<file path="src/rtl/ofdm_rx_pkg.sv">
// ---------------------------------------------------------------------------
// ofdm_rx_pkg
// Shared constants and types for the OFDM receive-side bit deinterleaver.
//   N_SD         data subcarriers (beats) per OFDM symbol / per bank
//   N_CBPS_QPSK  coded bits per OFDM symbol with QPSK (bank depth in bits)
//   N_CBPS_BPSK  coded bits per OFDM symbol with BPSK
//   N_COL        interleaver columns
//   N_ROW        interleaver rows per bit of N_BPSC
// Types:
//   cnt_t       beat / pair counter
//   kaddr_t     bit address inside a bank (original bit index k)
//   rd_state_t  readout FSM state
// ---------------------------------------------------------------------------
package ofdm_rx_pkg;

  localparam int N_SD        = 48;
  localparam int N_CBPS_QPSK = 96;
  localparam int N_CBPS_BPSK = 48;
  localparam int N_COL       = 16;
  localparam int N_ROW       = 3;

  // k = N_COL*r + c is formed by concatenating {r, c}; N_COL is a power of 2.
  localparam int COL_SHIFT = $clog2(N_COL);
  localparam int ROW_W     = 3;
  localparam int K_W       = $clog2(N_CBPS_QPSK);
  localparam int CNT_W     = $clog2(N_SD);

  typedef logic [CNT_W-1:0] cnt_t;
  typedef logic [K_W-1:0]   kaddr_t;

  typedef enum logic {
    IDLE,
    STREAM
  } rd_state_t;

  // Index of the final output pair of a bank, depending on its modulation.
  function automatic cnt_t last_pair(input logic bpsk);
    return bpsk ? cnt_t'(N_CBPS_BPSK / 2 - 1) : cnt_t'(N_CBPS_QPSK / 2 - 1);
  endfunction

endpackage

</file>
<file path="src/rtl/deint_addr_gen.sv">
// ---------------------------------------------------------------------------
// deint_addr_gen
// Running (row, column) counters that map the received coded-bit index j to
// the original bit index k = N_COL*(j mod rows) + j/rows, without any
// multiply or divide on j.
//   QPSK: two bits per beat (j = 2m, 2m+1), rows = 6. The even bit always
//         lands on an even row, so the odd bit is the next row, same column.
//   BPSK: one bit per beat (j = m), rows = 3.
// Ports:
//   i_clk     clock, rising edge
//   i_srst    synchronous active-high reset
//   i_clr     restart at j = 0 (flush or bank wrap); wins over i_adv
//   i_adv     a beat was accepted, step to the next beat
//   i_bpsk    modulation of the bank being written (selects step and wrap)
//   o_k_even  k for bit j = 2m (QPSK) or j = m (BPSK)
//   o_k_odd   k for bit j = 2m+1 (QPSK only)
// ---------------------------------------------------------------------------
module deint_addr_gen
  import ofdm_rx_pkg::*;
(
  input  logic           i_clk,
  input  logic           i_srst,
  input  logic           i_clr,
  input  logic           i_adv,
  input  logic           i_bpsk,
  output logic [K_W-1:0] o_k_even,
  output logic [K_W-1:0] o_k_odd
);

  logic [ROW_W-1:0]     r_row;
  logic [COL_SHIFT-1:0] r_col;

  logic [ROW_W-1:0] w_row_step;
  logic [ROW_W-1:0] w_row_wrap;
  logic [ROW_W-1:0] w_row_odd;

  // QPSK walks rows 0,2,4 for the even bit; BPSK walks rows 0,1,2.
  assign w_row_step = i_bpsk ? ROW_W'(1) : ROW_W'(2);
  assign w_row_wrap = i_bpsk ? ROW_W'(N_ROW - 1) : ROW_W'(2 * N_ROW - 2);
  assign w_row_odd  = r_row + ROW_W'(1);

  always_ff @(posedge i_clk) begin
    if (i_srst || i_clr) begin
      r_row <= '0;
      r_col <= '0;
    end else if (i_adv) begin
      if (r_row == w_row_wrap) begin
        r_row <= '0;
        r_col <= r_col + COL_SHIFT'(1);
      end else begin
        r_row <= r_row + w_row_step;
      end
    end
  end

  assign o_k_even = {r_row, r_col};
  assign o_k_odd  = {w_row_odd, r_col};

endmodule

</file>
<file path="src/rtl/ofdm_bit_deinterleaver.sv">
// ---------------------------------------------------------------------------
// ofdm_bit_deinterleaver
// Undoes the 802.11a block interleaver (N_CBPS = 96, s = 1) on the output of
// the QPSK demod, one symbol (2 coded bits) per beat, 48 beats per OFDM
// symbol. Two ping-pong banks let the capture of symbol n+1 overlap the
// readout of symbol n. Readout produces deinterleaved coded-bit pairs for the
// Viterbi stage with a valid/ready handshake.
//
// Build option: define OFDM_DEINT_BPSK_EN to add the bpsk_mode port. The mode
// is sampled at the first beat of each bank; a BPSK bank stores one bit per
// beat (in_sym[0]) and reads out 24 pairs.
//
// Ports:
//   CLK        clock, rising edge
//   s_RST      synchronous active-high reset
//   flush      new-packet clear, priority over in_valid
//   in_valid   demod beat valid
//   in_sym     bit0 = coded bit j=2m, bit1 = j=2m+1
//   bpsk_mode  (OFDM_DEINT_BPSK_EN only) modulation of the bank being started
//   in_ready   the current write bank is free
//   out_valid  out_bits valid
//   out_bits   bit0 = k=2n, bit1 = k=2n+1
//   out_ready  downstream accept
//   out_last   final pair of an OFDM symbol
//   overflow   sticky: a beat was offered while in_ready was low
// ---------------------------------------------------------------------------
module ofdm_bit_deinterleaver
  import ofdm_rx_pkg::*;
(
  input  logic       CLK,
  input  logic       s_RST,
  input  logic       flush,
  input  logic       in_valid,
  input  logic [1:0] in_sym,
`ifdef OFDM_DEINT_BPSK_EN
  input  logic       bpsk_mode,
`endif
  output logic       in_ready,
  output logic       out_valid,
  output logic [1:0] out_bits,
  input  logic       out_ready,
  output logic       out_last,
  output logic       overflow
);

  // ------------------------------------------------------------------
  // State
  // ------------------------------------------------------------------
  logic [N_CBPS_QPSK-1:0] r_bank [2];
  logic [1:0]             r_bank_full;
  logic [1:0]             r_bank_bpsk;

  logic      r_wr_bank;
  cnt_t      r_wr_cnt;
  logic      r_overflow;

  rd_state_t r_state;
  logic      r_rd_bank;
  cnt_t      r_rd_cnt;
  logic      r_out_valid;
  logic [1:0] r_out_bits;
  logic      r_out_last;

  // ------------------------------------------------------------------
  // Combinational helpers
  // ------------------------------------------------------------------
  logic       w_bpsk_in;
  logic       w_wr_bpsk;
  logic       w_accept;
  logic       w_drop;
  logic       w_last_beat;
  logic       w_rd_done;
  logic       w_oth_bank;
  logic [1:0] w_set_full;
  logic [1:0] w_clr_full;
  logic [1:0] w_avail;
  kaddr_t     w_k_even;
  kaddr_t     w_k_odd;
  cnt_t       w_rd_next;
  cnt_t       w_rd_last;
  logic [1:0] w_pair_next;

`ifdef OFDM_DEINT_BPSK_EN
  assign w_bpsk_in = bpsk_mode;
`else
  assign w_bpsk_in = 1'b0;
`endif

  // The live mode applies on the first beat of a bank; afterwards the value
  // captured on that beat governs the rest of the bank.
  assign w_wr_bpsk   = (r_wr_cnt == '0) ? w_bpsk_in : r_bank_bpsk[r_wr_bank];

  assign in_ready    = !r_bank_full[r_wr_bank];
  assign w_accept    = in_valid && in_ready && !flush;
  assign w_drop      = in_valid && !in_ready;
  assign w_last_beat = w_accept && (r_wr_cnt == cnt_t'(N_SD - 1));
  assign w_rd_done   = r_out_valid && out_ready && r_out_last;
  assign w_oth_bank  = ~r_rd_bank;

  // Per-bank flag events. A bank counts as available to the reader on the
  // very edge its last beat is written, which gives 1-cycle output latency.
  // Pair 0 (k = 0, 1) always comes from beats 0 and 3, so it is already in
  // storage by that edge.
  genvar gi;
  generate
    for (gi = 0; gi < 2; gi++) begin : g_bank_ctl
      assign w_set_full[gi] = w_last_beat && (r_wr_bank == 1'(gi));
      assign w_clr_full[gi] = w_rd_done   && (r_rd_bank == 1'(gi));
      assign w_avail[gi]    = r_bank_full[gi] || w_set_full[gi];
    end
  endgenerate

  assign w_rd_next   = r_rd_cnt + cnt_t'(1);
  assign w_rd_last   = last_pair(r_bank_bpsk[r_rd_bank]);
  assign w_pair_next = r_bank[r_rd_bank][{w_rd_next, 1'b0} +: 2];

  // ------------------------------------------------------------------
  // Write address generation
  // ------------------------------------------------------------------
  deint_addr_gen u_addr_gen (
    .i_clk    (CLK),
    .i_srst   (s_RST),
    .i_clr    (flush || w_last_beat),
    .i_adv    (w_accept),
    .i_bpsk   (w_wr_bpsk),
    .o_k_even (w_k_even),
    .o_k_odd  (w_k_odd)
  );

  // ------------------------------------------------------------------
  // Bit storage. Never cleared: a bank is only read after every bit the
  // reader will touch has been rewritten, so stale contents cannot escape.
  // ------------------------------------------------------------------
  always_ff @(posedge CLK) begin
    if (w_accept) begin
      r_bank[r_wr_bank][w_k_even] <= in_sym[0];
      if (!w_wr_bpsk) begin
        r_bank[r_wr_bank][w_k_odd] <= in_sym[1];
      end
    end
  end

  // ------------------------------------------------------------------
  // Bank full flags. Writer only sets the bank it fills, reader only clears
  // the bank it drains; these are never the same bank, so both can happen
  // on one edge.
  // ------------------------------------------------------------------
  always_ff @(posedge CLK) begin
    if (s_RST || flush) begin
      r_bank_full <= '0;
    end else begin
      r_bank_full <= (r_bank_full | w_set_full) & ~w_clr_full;
    end
  end

  // ------------------------------------------------------------------
  // Write side: beat counter, bank select, per-bank mode, overflow
  // ------------------------------------------------------------------
  always_ff @(posedge CLK) begin
    if (s_RST || flush) begin
      r_wr_bank   <= 1'b0;
      r_wr_cnt    <= '0;
      r_bank_bpsk <= '0;
      r_overflow  <= 1'b0;
    end else begin
      if (w_accept) begin
        if (r_wr_cnt == '0) begin
          r_bank_bpsk[r_wr_bank] <= w_bpsk_in;
        end
        if (w_last_beat) begin
          r_wr_cnt  <= '0;
          r_wr_bank <= ~r_wr_bank;
        end else begin
          r_wr_cnt <= r_wr_cnt + cnt_t'(1);
        end
      end
      // Dropped beats leave the write counters untouched.
      if (w_drop) begin
        r_overflow <= 1'b1;
      end
    end
  end

  // ------------------------------------------------------------------
  // Readout FSM with registered outputs
  // ------------------------------------------------------------------
  always_ff @(posedge CLK) begin
    if (s_RST || flush) begin
      r_state     <= IDLE;
      r_rd_bank   <= 1'b0;
      r_rd_cnt    <= '0;
      r_out_valid <= 1'b0;
      r_out_bits  <= '0;
      r_out_last  <= 1'b0;
    end else begin
      case (r_state)
        IDLE: begin
          if (w_avail[r_rd_bank]) begin
            r_state     <= STREAM;
            r_rd_cnt    <= '0;
            r_out_valid <= 1'b1;
            r_out_bits  <= r_bank[r_rd_bank][1:0];
            r_out_last  <= 1'b0;
          end
        end
        STREAM: begin
          if (r_out_valid && out_ready) begin
            if (r_out_last) begin
              r_rd_bank <= w_oth_bank;
              r_rd_cnt  <= '0;
              if (w_avail[w_oth_bank]) begin
                // Back-to-back: start the other bank without a bubble.
                r_out_bits <= r_bank[w_oth_bank][1:0];
                r_out_last <= 1'b0;
              end else begin
                r_state     <= IDLE;
                r_out_valid <= 1'b0;
                r_out_bits  <= '0;
                r_out_last  <= 1'b0;
              end
            end else begin
              r_rd_cnt   <= w_rd_next;
              r_out_bits <= w_pair_next;
              r_out_last <= (w_rd_next == w_rd_last);
            end
          end
        end
        default: begin
          r_state     <= IDLE;
          r_out_valid <= 1'b0;
        end
      endcase
    end
  end

  assign out_valid = r_out_valid;
  assign out_bits  = r_out_bits;
  assign out_last  = r_out_last;
  assign overflow  = r_overflow;

endmodule

</file>
<file path="config.mk">
export PLATFORM = sky130hd
export DESIGN_NAME = ofdm_bit_deinterleaver
export DESIGN_NICKNAME = d
export VERILOG_FILES = /design/src/rtl/ofdm_rx_pkg.sv /design/src/rtl/deint_addr_gen.sv /design/src/rtl/ofdm_bit_deinterleaver.sv
export SDC_FILE = /design/constraint.sdc
export NUM_CORES = 1
export LEC_CHECK = 0
export BUFFER_PORTS_ARGS = -buffer_cell sky130_fd_sc_hd__buf_2
export CAP_MARGIN = 0
export CORE_MARGIN = 3
export CORE_UTILIZATION = 40
export CTS_CLUSTER_DIAMETER = 120
export DETAILED_ROUTE_END_ITERATION = 10
export GPL_TIMING_DRIVEN = 0
export PLACE_DENSITY = 0.53
export SLEW_MARGIN = 40
export SYNTH_ARGS = -nofsm -noshare
export SYNTH_HDL_FRONTEND = slang
export SYNTH_SLANG_ARGS = --single-unit
</file>
<file path="constraint.sdc">
create_clock -name CLK -period 5.31 [get_ports CLK]
set_input_delay 0.2655 -clock CLK [delete_from_list [all_inputs] [get_ports CLK]]
set_output_delay 0.2655 -clock CLK [all_outputs]
set_load 0.02 [all_outputs]
</file>
==> run metrics <==
Pwr Density=285 nW/um^2; Setup-failing EPs final=0; Clk Latency, worst-skew pair=0.54 ns; hold_buf cts=1; Chip Width=around 180 um; Final #Nets=approximately 1100; I/O Pins=13; M3 GR Usage=0.0419; RSZ-0062 raised after global routing=no; mean post-synth cell area=approximately 11 um^2; Inst Count DP=1494; fillers=2797; first-pass GRT wire length=roughly 56 mm; Die Y=approximately 180 um; cell area after synthesis=between 10000 and 15000 um^2; most frequent cells in the layout=nor2_1, edfxtp_1, nand2_1; Yosys cell types=63; largest fanout on the critical path=10; Finished Layout Cells=approximately 1500; Mapped Nets=1108; GR Layer Usage met2=0.382; sequential share of the synthesized area=0.530; # rows=between 60 and 70; final core utilization=0.457; post-cts resize count=0; most common cell after layout, fill and taps aside=nor2_1; placed standard-cell area=approximately 13000 um^2; mux cell area share after synthesis=0.193; synthesis-stage register bit count=224; simple-gate share of the synthesized area=0.172; Yosys Warn Count=0; core area=about 30000 um^2; Die Area=32400 um^2; dominant synthesized flop cell=edfxtp_1; post-DP HPWL=approximately 26 mm; routed vias/inst=slightly below 6; sequential standard cell area=about 6400 um^2; Critical Path RT=5.73 ns; clock tree buffer depth=3; Crit. End Element=register; TritonCTS clock tree=built; Num Clock Sinks=roughly 220; buffers added on ports=10; clock root buffer=clkbuf_16; Leak Pwr=approximately 0.0042 uW; diode count=0; final hold vios=0; share of layout cells above drive strength 1=0.223; Vias=approximately 8900; TritonRoute pass-1 iters=6; Max Slew Vio Count=0; met1 Use GR=0.309; global-route usage over all layers=0.230; drt wl/cell=around 24 um; grt ovf=0; Max Clock Skew=0.0103 ns; Worst EP arrival=around 5.0 ns; Mapped Cells=roughly 1100; fin crit period=around 4.6 ns; largest family of logic cells by synthesized area=multiplexers; Area growth, synth to finish=12.3%; pin count of the biggest net entering global routing=13; vias in the first global route=about 9000; grt peak-use layer=met2; post-CTS setup buffer count=0; Compound-Gate Fraction of Synth Area=0.0459; GPL Wtd Cong=approximately 0.88; DR iter-0 viols=874; setup TNS=0 ns; Post-Synth Adder-Cell Area=0.00993; CP startpoint kind=register; DRT Wirelength=approximately 38 mm; status=finished, final reports clean; post-route ant nets=0; DRC Markers=0; Max Cap Viol=0; Final Worst Setup Slack=roughly 0.72 ns; clk slew on worst S/H paths=about 0.06 ns; maximum VDD drop=about 0.21 mV; # H-tree levels=1; Tcrit/Tclk final=0.864; actual slew at the worst max-slew pin=around 0.94 ns; multi-input combinational cell area=about 5300 um^2; Rel. slew slack=0.370; TritonCTS Buffers=26; Initial Util=0.407; final instance area=between 10000 and 15000 um^2; Synth Area in XOR/XNOR=0.0115; Post-synth ARST share=0; Hold WC Path Type=in -> reg; antenna violations before repair=0; Fmax=about 220 MHz; number of synthesized flops with an enable pin=192; dpl ws=approximately 0.73 ns; Setup CP Type=reg -> reg
-- cell families after synthesis --
family          count (synthesis)
compound gates                 81
flops                         224
mux                           166
fa+ha+maj                       9
xor+xnor                       15
buf+inv                       106
simple gates                  491
-- sequential cells by signal (all words and copies together), names as in the netlist, 2 cells and up, named ones only --
signal and cells:
r_bank_full 2, u_addr_gen.r_col 4, u_addr_gen.r_row 3, r_bank 192, r_rd_cnt 6, r_wr_cnt 6, out_bits 2, r_bank_bpsk 2
-- cell usage after synthesis, drive strengths merged (7+ instances only) --
| cell type | n | share of area |
|---|---|---|
| a21oi | 16 | 0.0066 |
| a22oi | 8 | 0.0050 |
| a31oi | 7 | 0.0036 |
| and2 | 8 | 0.0041 |
| and3 | 11 | 0.0057 |
| buf | 31 | 0.015 |
| clkbuf | 64 | 0.020 |
| dfxtp | 32 | 0.053 |
| edfxtp | 192 | 0.48 |
| ha | 8 | 0.0083 |
| inv | 10 | 0.0031 |
| mux2 | 104 | 0.097 |
| mux2i | 20 | 0.017 |
| mux4 | 42 | 0.079 |
| nand2 | 111 | 0.035 |
| nand3 | 28 | 0.012 |
| nand4 | 9 | 0.0047 |
| nor2 | 280 | 0.087 |
| nor2b | 10 | 0.0052 |
| nor3 | 11 | 0.0054 |
| o21ai | 11 | 0.0046 |
| xnor2 | 7 | 0.0057 |
| xor2 | 8 | 0.0058 |
-- path summary, 6_finish.rpt --
check | from | endpoint | slack (ns) | cells after the start
setup / recovery | r_rd_cnt[0] | out_bits[0] | 0.72 | 13
hold / removal | s_RST | out_valid | 0.12 | 3
setup reg to reg | r_rd_cnt[0] | out_bits[0] | 0.72 | 13
hold reg to reg | r_bank_bpsk[1] | r_bank_bpsk[1] | 0.46 | 2
-- cell type report --
cell class,count,share of cell area
Buffer,95,0.0327
Clock buffer,36,0.0522
Clock inverter,11,0.0110
Inverter,11,0.00304
Multi-Input combinational cell,762,0.388
Sequential cell,224,0.472
Tap cell,390,0.0359
Timing Repair Buffer,13,0.00534
-- power by group --
part,total (uW),switching [uW],internal (uW)
Combinational,117,77.1,39.5
Sequential,1910,1.16,1910
Clock,1840,719,1120
Total,3860,797,3070
-- metal layers --
layer	wire, um	part of all wire
met1	15900	0.42
met2	17600	0.47
met3	2870	0.076
met4	1190	0.032
met5	0	0
-- through the flow --
step           hold WS (ns)  total power, uW
2_1_floorplan         0.406             2020
5_1_grt               0.131             3970
3_3_place_gp          0.446             2060
3_5_place_dp          0.444             2060
6_report              0.121             3860
4_1_cts               0.110             3880
-- critical path, cell delays in order, from the launching register on --
cell      delay [ns]
dfxtp_1         0.51
buf_2           0.41
buf_2           0.44
inv_1           0.22
ha_1            0.33
clkbuf_2        0.31
buf_2           0.32
or2_2           0.36
o22ai_1         0.25
mux2i_1         0.11
a221oi_1        0.59
o22ai_1         0.24
a311oi_1        0.26
a21oi_1         0.09
Power figures use the tool's default switching activity.
